[config.mk]
export PLATFORM = sky130hd
export DESIGN_NAME = shake_squeeze_collector
export DESIGN_NICKNAME = d
export VERILOG_FILES = /design/src/rtl/shake_squeeze_collector_pkg.sv /design/src/rtl/shake_squeeze_collector_packer.sv /design/src/rtl/shake_squeeze_collector.sv
export SDC_FILE = /design/constraint.sdc
export NUM_CORES = 1
export LEC_CHECK = 0
export ABC_CLOCK_PERIOD_IN_PS = 5800
export CORE_AREA = 3 3 223 268
export CTS_BUF_LIST = sky130_fd_sc_hd__clkbuf_16
export DETAILED_ROUTE_END_ITERATION = 8
export DIE_AREA = 0 0 226 271
export HOLD_SLACK_MARGIN = 0.12
export PLACE_DENSITY = 0.39
export SLEW_MARGIN = 20
export SYNTH_ARGS = -nofsm -noshare
export SYNTH_HDL_FRONTEND = slang
export SYNTH_SLANG_ARGS = --single-unit
[constraint.sdc]
create_clock -name i_clk -period 5.8 [get_ports i_clk]
set_input_delay 1.16 -clock i_clk [delete_from_list [all_inputs] [get_ports i_clk]]
set_output_delay 1.16 -clock i_clk [all_outputs]
set_load 0.05 [all_outputs]
[src/rtl/shake_squeeze_collector_pkg.sv]
// Shared definitions for the SHAKE squeeze collector: FSM encoding, clog2 helper
// and default widths tied to the core output width (SHAKE_CORE_OUT_W).
`ifndef SHAKE_CORE_OUT_W
`define SHAKE_CORE_OUT_W 32
`endif

package shake_squeeze_collector_pkg;

  function automatic int clog2(input int v);
    int r;
    r = 0;
    while ((1 << r) < v) r++;
    return r;
  endfunction

  typedef enum logic [1:0] {
    S_IDLE    = 2'd0,
    S_COLLECT = 2'd1,
    S_FINISH  = 2'd2
  } state_e;

  localparam int DEF_WIN_W   = `SHAKE_CORE_OUT_W;
  localparam int DEF_OUT_W   = 128;
  localparam int DEF_LEN_W   = 16;
  localparam int DEF_RATIO   = DEF_OUT_W / DEF_WIN_W;
  localparam int DEF_PCNT_W  = clog2(DEF_RATIO + 1);

endpackage

[src/rtl/shake_squeeze_collector_packer.sv]
// RATIO-slot shift/pack register: first pushed word ends up in the MSBs.
// SHAKE_COLLECT_BSWAP_EN byte-reverses each incoming word before packing.
module shake_word_packer
  import shake_squeeze_collector_pkg::*;
#(
  parameter int WIN_W = DEF_WIN_W,
  parameter int OUT_W = DEF_OUT_W
) (
  input  logic             i_clk,
  input  logic             i_clr,
  input  logic             i_push,
  input  logic [WIN_W-1:0] i_word,
  input  logic             i_take,
  output logic             o_full,
  output logic             o_grp,
  output logic [OUT_W-1:0] o_grp_data
);
  localparam int P_RATIO = OUT_W / WIN_W;
  localparam int CNT_W   = clog2(P_RATIO + 1);

  logic [CNT_W-1:0] r_cnt;
  logic [OUT_W-1:0] r_data;
  logic [OUT_W-1:0] w_shifted;
  logic [WIN_W-1:0] w_word;
  logic             w_last;

`ifdef SHAKE_COLLECT_BSWAP_EN
  for (genvar b = 0; b < WIN_W/8; b++) begin : g_bswap
    assign w_word[8*b +: 8] = i_word[WIN_W-8-8*b +: 8];
  end
`else
  assign w_word = i_word;
`endif

  if (P_RATIO == 1) begin : g_single
    assign w_shifted = w_word;
  end else begin : g_multi
    assign w_shifted = {r_data[OUT_W-WIN_W-1:0], w_word};
  end

  assign o_full = (r_cnt == CNT_W'(P_RATIO));
  assign w_last = (r_cnt == CNT_W'(P_RATIO - 1));
  // The last word of a group can bypass straight to the consumer this cycle.
  assign o_grp      = o_full | (i_push & w_last);
  assign o_grp_data = o_full ? r_data : w_shifted;

  always_ff @(posedge i_clk) begin
    if (i_clr) begin
      r_cnt  <= '0;
      r_data <= '0;
    end else begin
      if (i_push) r_data <= w_shifted;
      if (i_take) r_cnt <= (o_full && i_push) ? CNT_W'(1) : '0;
      else if (i_push) r_cnt <= r_cnt + 1'b1;
    end
  end

endmodule

[src/rtl/shake_squeeze_collector.sv]
// Collects SHAKE squeeze words into OUT_W result words, counts them against the
// requested length and pulses force_done to stop the core. Optional: SHAKE_COLLECT_BSWAP_EN.
module shake_squeeze_collector
  import shake_squeeze_collector_pkg::*;
#(
  parameter int WIN_W = DEF_WIN_W,
  parameter int OUT_W = DEF_OUT_W,
  parameter int LEN_W = DEF_LEN_W
) (
  input  logic             i_clk,
  input  logic             i_rst,
  input  logic             i_start,
  input  logic [LEN_W-1:0] i_out_len,
  input  logic             i_in_valid,
  output logic             o_in_ready,
  input  logic [WIN_W-1:0] i_in_data,
  output logic             o_out_valid,
  input  logic             i_out_ready,
  output logic [OUT_W-1:0] o_out_data,
  output logic             o_force_done,
  output logic             o_busy,
  output logic             o_done
);
  localparam int P_RATIO = OUT_W / WIN_W;
  localparam int IW      = LEN_W + clog2(P_RATIO);

  state_e           r_state, w_next;
  logic [LEN_W-1:0] r_remaining;
  logic [IW-1:0]    r_issued, r_limit;
  logic [OUT_W-1:0] r_hold;
  logic             r_hold_v;
  logic             w_start, w_push, w_fire, w_take, w_hold_free;
  logic             w_full, w_grp;
  logic [OUT_W-1:0] w_grp_data;

  assign w_start     = (r_state == S_IDLE) && i_start;
  assign w_hold_free = !r_hold_v || i_out_ready;
  assign w_fire      = r_hold_v && i_out_ready;
  assign w_push      = i_in_valid && o_in_ready;
  assign w_take      = w_grp && w_hold_free;
  assign o_out_valid = r_hold_v;
  assign o_out_data  = r_hold;

  shake_word_packer #(.WIN_W(WIN_W), .OUT_W(OUT_W)) u_packer (
    .i_clk      (i_clk),
    .i_clr      (i_rst | w_start),
    .i_push     (w_push),
    .i_word     (i_in_data),
    .i_take     (w_take),
    .o_full     (w_full),
    .o_grp      (w_grp),
    .o_grp_data (w_grp_data)
  );

  always_comb begin
    w_next       = r_state;
    o_in_ready   = 1'b0;
    o_force_done = 1'b0;
    o_done       = 1'b0;
    o_busy       = 1'b0;
    case (r_state)
      S_IDLE: if (i_start) w_next = (i_out_len != '0) ? S_COLLECT : S_FINISH;
      S_COLLECT: begin
        o_busy = 1'b1;
        // Never accept beyond the requested length; a full packer may refill as it drains.
        o_in_ready = (!w_full || w_hold_free) && (r_issued < r_limit);
        if (w_fire && r_remaining == LEN_W'(1)) w_next = S_FINISH;
      end
      S_FINISH: begin
        o_busy       = 1'b1;
        o_force_done = 1'b1;
        o_done       = 1'b1;
        w_next       = S_IDLE;
      end
      default: w_next = S_IDLE;
    endcase
  end

  always_ff @(posedge i_clk) begin
    if (i_rst) begin
      r_state     <= S_IDLE;
      r_remaining <= '0;
      r_issued    <= '0;
      r_limit     <= '0;
      r_hold      <= '0;
      r_hold_v    <= 1'b0;
    end else begin
      r_state <= w_next;
      if (w_start) begin
        r_remaining <= i_out_len;
        r_issued    <= '0;
        r_limit     <= IW'(i_out_len) * IW'(P_RATIO);
      end else begin
        if (w_push) r_issued <= r_issued + 1'b1;
        if (w_fire) r_remaining <= r_remaining - 1'b1;
      end
      if (w_take) begin
        r_hold   <= w_grp_data;
        r_hold_v <= 1'b1;
      end else if (w_fire) begin
        r_hold_v <= 1'b0;
      end
    end
  end

endmodule

**After elaboration in Yosys (flattened, before gate mapping)**

Cells that the tools add are included.

- Flip-flop bits (word level): 312
- Output and inout bits: 133

- Add/subtract/negate cells: 3
- $lt $le $gt $ge: 1
- Equality and inequality tests: 7
- Mux-type cells: 15
- Bitwise gates (word level): 3
- Reduce and logical (&&, ||, !) cells: 19

Operator list:

| kind | number |
|---|---|
| two-way mux 128 bit | 1 |
| two-way mux 16 bit | 2 |
| adder 18 x 1 -> 18 bit (second input constant) | 1 |
| < comparator 18 bit | 1 |
| == test 16 x 1 -> 1 bit (second input constant) | 1 |
| nonzero test 16 bit | 1 |
| subtractor 16 x 1 -> 16 bit (second input constant) | 1 |
| logical AND 1 bit | 7 |
| two-way mux 1 bit | 6 |
| two-way mux 2 bit | 3 |
| two-way mux 3 bit | 2 |
| nonzero test 2 bit | 3 |
| inequality test 2 bit (second input constant) | 2 |
| case mux 2 bit (2 select lines) | 1 |
| OR reduction 2 bit | 2 |
| adder 3 x 1 -> 3 bit (second input constant) | 1 |
| == test 3 x 2 -> 1 bit (second input constant) | 1 |
| == test 3 bit (second input constant) | 1 |
| == test 2 x 1 -> 1 bit (second input constant) | 1 |
| == test 2 bit (second input constant) | 1 |
| zero test 1 bit | 2 |
| zero test 2 bit | 1 |
| logical OR 1 bit | 2 |
| bitwise OR 1 bit | 2 |
| 2 further kinds | 2 |

**Depth between registers and ports, before layout**

- Depth in word-level cells: 10
- Mapped depth: 11
- Gate-level depth less buffers: 8

**By module**

From an unflattened synthesis, not the netlist that was laid out.

- Cells, all modules: 1496
- Area, all modules: 13469.2 µm²

Modules (own cells, without submodules):

| module | instances | cells an instance | area each (µm²) |
|---|---|---|---|
| shake_squeeze_collector | 1 | 920 | 7226.9 |
| shake_word_packer | 1 | 576 | 6242.2 |

**Least setup slack after synthesis**

Ideal clock, no wire load.

- Path kind: flip-flop to output port
- From: register r_limit[4]
- To: output o_in_ready
- Arrival time: 2.433 ns
- Setup slack: 2.207 ns
- Cell stages (with the launch flop): 10
- Path through: dfxtp_1 inv_1 ha_1 a211o_1 a31oi_1 o31ai_2 o31ai_1 clkbuf_1 clkbuf_1 and2_1

- Word-level cells in the longest chain between the ends: 3

RTL lines:

| element | RTL line | RTL |
|---|---|---|
| start: declaration | shake_squeeze_collector.sv:29 | `logic [IW-1:0] r_issued, r_limit;` |
| start signal: assignment | shake_squeeze_collector.sv:92 | `r_limit <= IW'(i_out_len) * IW'(P_RATIO);` |
| < comparator 18 bit | shake_squeeze_collector.sv:66 | `o_in_ready = (!w_full \|\| w_hold_free) && (r_issued < r_limit);` |
| logical AND 1 bit | shake_squeeze_collector.sv:66 |  |
| two-way mux 1 bit | shake_squeeze_collector.sv:61 | `case (r_state)` |
| end: declaration | shake_squeeze_collector.sv:15 | `output logic o_in_ready,` |

Every way passes these cells.

**Final worst setup path**

- From: input i_out_ready
- To: output o_in_ready

- Word-level cells in the longest chain between the ends: 4

RTL lines:

| element | RTL line | RTL |
|---|---|---|
| start: declaration | shake_squeeze_collector.sv:18 | `input logic i_out_ready,` |
| logical OR 1 bit | shake_squeeze_collector.sv:37 | `assign w_hold_free = !r_hold_v \|\| i_out_ready;` |
| logical OR 1 bit | shake_squeeze_collector.sv:66 |  |
| logical AND 1 bit | shake_squeeze_collector.sv:66 |  |
| two-way mux 1 bit | shake_squeeze_collector.sv:61 |  |

Every way passes these cells.

==> metrics.sh <==
YS_WARNINGS=0
TOTAL_LEAKAGE_POWER_nW=5.68
FINALNETCOUNT=1977
HOLD_PATH.CLASS='reg -> reg'
FIRST_GLOBAL_VIAS=13100
INITIAL_CORE_UTIL_PCT=24.9
VIAS_PER_CELL=5.03
DIE_X_UM=226
IO_BUFFER_COUNT=185
ROUTE.FINAL.WIRE_LENGTH_UM=54600
SYNTHTOPCELLSBYCOUNT='sky130_fd_sc_hd__nand2_1, sky130_fd_sc_hd__dfxtp_1, sky130_fd_sc_hd__a21oi_1'
SYNTH_AREA_LEADERS='sky130_fd_sc_hd__dfxtp_1, sky130_fd_sc_hd__nand2_1, sky130_fd_sc_hd__a221oi_1, sky130_fd_sc_hd__a21oi_1, sky130_fd_sc_hd__and3_1'
WL_PER_CELL_UM=20.5
FINALNONFILLERCELLS=2667
VDD_IR_DROP_MAX_mV=0.188
ANTENNA_VIOLATIONS_BEFORE_REPAIR=4
SETUP_TOTAL_NEG_SLACK_NS=0
CLK_PATH_BUF_DEPTH=3
POST_ROUTE_CELLS_DRIVE_ABOVE_1_SHARE_PCT=4.56
FRACTION_OF_THE_YOSYS_AREA_TAKEN_BY_SEQUENTIAL_CELLS_PCT=43.7
FMAX_MHz=205
POWER.SHARE.COMBINATIONAL_PCT=11.0
VIOLATION_COUNT_AFTER_THE_FIRST_DETAILED_ROUTE_ITERATION=1084
TIMING.CRITICAL_PATH.TO_TYPE='output port'
SYNTHARSTFLOPSHARE_PCT=0
CLK-INSERTION-DELAY-LATE_NS=0.56
TIMING.SLEW.HEADROOM_PCT=29.2
CTS_HTREE_LEVELS=2
SYNTH_AREA_PER_CELL_UM2=7.78
FLOORPLAN.DIE_AREA_UM2=61200
ROOT_BUFFER='sky130_fd_sc_hd__clkbuf_16'
POST_CTS_RESIZE_COUNT=0
PATH_CLK_SLEW_NS=0.06
CP.REQUIRED_NS=4.64
DRT_PRE_ANTENNA_ITERS=5
POST_ROUTE_ANTENNA_NET_VIOLATION_COUNT=0
GLOBALROUTE.TOTALOVERFLOW=0
SYNTH_CELL_TYPES=54
MIN_PERIOD_OVER_PERIOD_PCT=84.0
CRIT_ARRIVAL_NS=3.71
SYN_NETS=1912
SWITCHING_SHARE_PCT=27.6
TIMING.FINAL.HOLD_VIOLATIONS=0
ROWS=96
GRT_SETUP_UNREPAIRED='false'
SHARE_SEQ_OF_TOTAL_POWER_PCT=41.8
SYNTH-SEQ-CELLS=312
POST-SYNTH-TOP-COUNT-CELL='sky130_fd_sc_hd__nand2_1'
GRT_USAGE_PCT=17.6
HOLDBUFCOUNTCTS=0
CTS_BUFFERS=39
POWER.DENSITY_nW_PER_UM2=295
CRITPATHKIND='in -> out'
AREAGROWTHSYNTHTOFINISH_PCT=25.0
PLACED_CELLS_INCL_TAPS=2594
SYNTHDOMINANTCELLAREASHARE_PCT=43.7
POWER_FRAC_CLOCK_PCT=47.2
IOPINCOUNT=186
POWER_REPORT.INTERNAL_TOTAL_mW=3.82
DETAIL_ROUTE.DRC_VIOLATIONS=0
CRITPATHMAXFANOUT=42
SYNTH_EDF_COUNT=0
CLOCK_TREE_FROM_TRITONCTS='yes'
POWER.TOTAL_mW=5.27
FINAL-SETUP-VIOL-COUNT=0
LAYOUT_MIN_CYCLE_TIME_NS=4.87
CTS_POST_SETUP_BUFFERS_INSERTED=0
CAP_VIOL_MAX_COUNT=0
YS.FLOP_TYPE='sky130_fd_sc_hd__dfxtp_1'
TRANSITION_TIME_OF_THE_TIGHTEST_SLEW_CHECK_PIN_NS=1.06
CHIPHEIGHT_UM=271
TIMING.CLOCK.SKEW_NS=0.0189
P_SW_mW=1.45
LAYOUT.CORE_UTILIZATION_PCT=31.2
SYNTH_AREA_UM2=14300
GRT_START_MAX_NET_PINS=129
CRITICAL_PATH.STARTPOINT_TYPE='input pin'
PLACEMENT.SETUP.WORST_SLACK_NS=0.853
VIA_COUNT=13400
STATUS='complete, no violations'
SYNTHDOMINANTAREACELLTYPE='sky130_fd_sc_hd__dfxtp_1'
ROUTABILITYCONGESTION=0.746
GRT_FIRST_PASS_WIRELENGTH_UM=84300
SYNTHESIS.INSTANCES=1835
TIMING.FINAL.MAX_SLEW_VIOLATIONS=0
SETUP_WS_NS=0.929
PLACE.DETAILED.HPWL_UM=33300
DESIGN.CORE.AREA_UM2=57300
CLKSINKCOUNT=312
-- state kept, by name, indices dropped and copies added (netlist names) --
register         cells
o_out_data         128
u_packer.r_data    128
r_issued            18
r_limit             16
r_remaining         16
u_packer.r_cnt       3
r_state              2
o_out_valid          1
-- power by group through the flow --
stage	Combinational [mW]	Sequential, mW	Clock, mW
6_report	0.580	2.21	2.49
5_1_grt	0.636	2.21	2.66
4_1_cts	0.588	2.21	2.57
3_5_place_dp	0.586	2.25	0
3_3_place_gp	0.584	2.25	0
2_1_floorplan	0.377	2.24	0
-- area by class of cell --
cell class	instances	area (um^2)
tap	735	920
multi-input combinational	1191	6810
sequential	312	6250
inverter	155	582
clock inverter	29	254
fill	6103	39400
timing repair buffer	201	2010
clock buffer	41	1030
antenna	3	7.51
-- path summary, 6_finish.rpt --
kind	to	from	slack [ns]	cells past startpoint
setup reg to reg	r_issued[8]$_SDFFE_PP0P_	r_issued[4]$_SDFFE_PP0P_	1.93	9
setup / recovery	o_in_ready	i_out_ready	0.93	5
hold / removal	r_limit[8]$_SDFFE_PP0P_	r_limit[8]$_SDFFE_PP0P_	0.45	2
hold reg to reg	r_limit[8]$_SDFFE_PP0P_	r_limit[8]$_SDFFE_PP0P_	0.45	2
-- routing by layer --
layer	wire length, um	global-route usage [%]	vias up
met1	24400	23.1	6528
met5	17	0	-
met4	1030	3.90	2
li1	-	-	6553
met3	2930	3.95	53
met2	26200	29.4	285
-- layout by cell type, fill, tap and decap left out, types with 6 or more instances in the layout --
cell type	count
sky130_fd_sc_hd__a21oi_1	175
sky130_fd_sc_hd__a221oi_1	128
sky130_fd_sc_hd__and2_1	7
sky130_fd_sc_hd__and3_1	132
sky130_fd_sc_hd__buf_4	13
sky130_fd_sc_hd__clkbuf_16	41
sky130_fd_sc_hd__clkdlybuf4s50_1	184
sky130_fd_sc_hd__clkinv_1	8
sky130_fd_sc_hd__dfxtp_1	312
sky130_fd_sc_hd__ha_1	24
sky130_fd_sc_hd__inv_1	165
sky130_fd_sc_hd__nand2_1	317
sky130_fd_sc_hd__nand3_1	140
sky130_fd_sc_hd__nand4_1	9
sky130_fd_sc_hd__nor2_1	14
sky130_fd_sc_hd__nor4_1	7
sky130_fd_sc_hd__o21ai_0	133
sky130_fd_sc_hd__o311ai_0	6
sky130_fd_sc_hd__o31ai_1	10
sky130_fd_sc_hd__or3_1	10
sky130_fd_sc_hd__xnor2_1	6
sky130_fd_sc_hd__xor2_1	9
-- kinds of logic after synthesis --
family          after synthesis  share of synthesized area (%)
simple gates                664                           22.3
mux                           3                          0.210
buf+inv                     332                           9.18
fa+ha+maj                    24                           2.10
flops                       312                           43.7
compound gates              485                           21.6
xor+xnor                     15                          0.920
-- through the flow --
| step | instance area (um^2) | hold slack (ns) |
|---|---|---|
| after floorplan | 14300 | 0.436 |
| after global placement | 16600 | 0.446 |
| after detailed placement | 16600 | 0.447 |
| after CTS | 17800 | 0.455 |
| after global routing | 17800 | 0.480 |
| final | 17900 | 0.454 |
-- worst max-delay path, stage by stage --
cell and delay, ns:
sky130_fd_sc_hd__clkdlybuf4s50_1 0.60, sky130_fd_sc_hd__nand2b_4 0.49, sky130_fd_sc_hd__o221a_2 0.41, sky130_fd_sc_hd__and2_1 0.21
sky130_fd_sc_hd__clkdlybuf4s50_1 0.83
No activity file was read; power rests on OpenSTA's default activity.
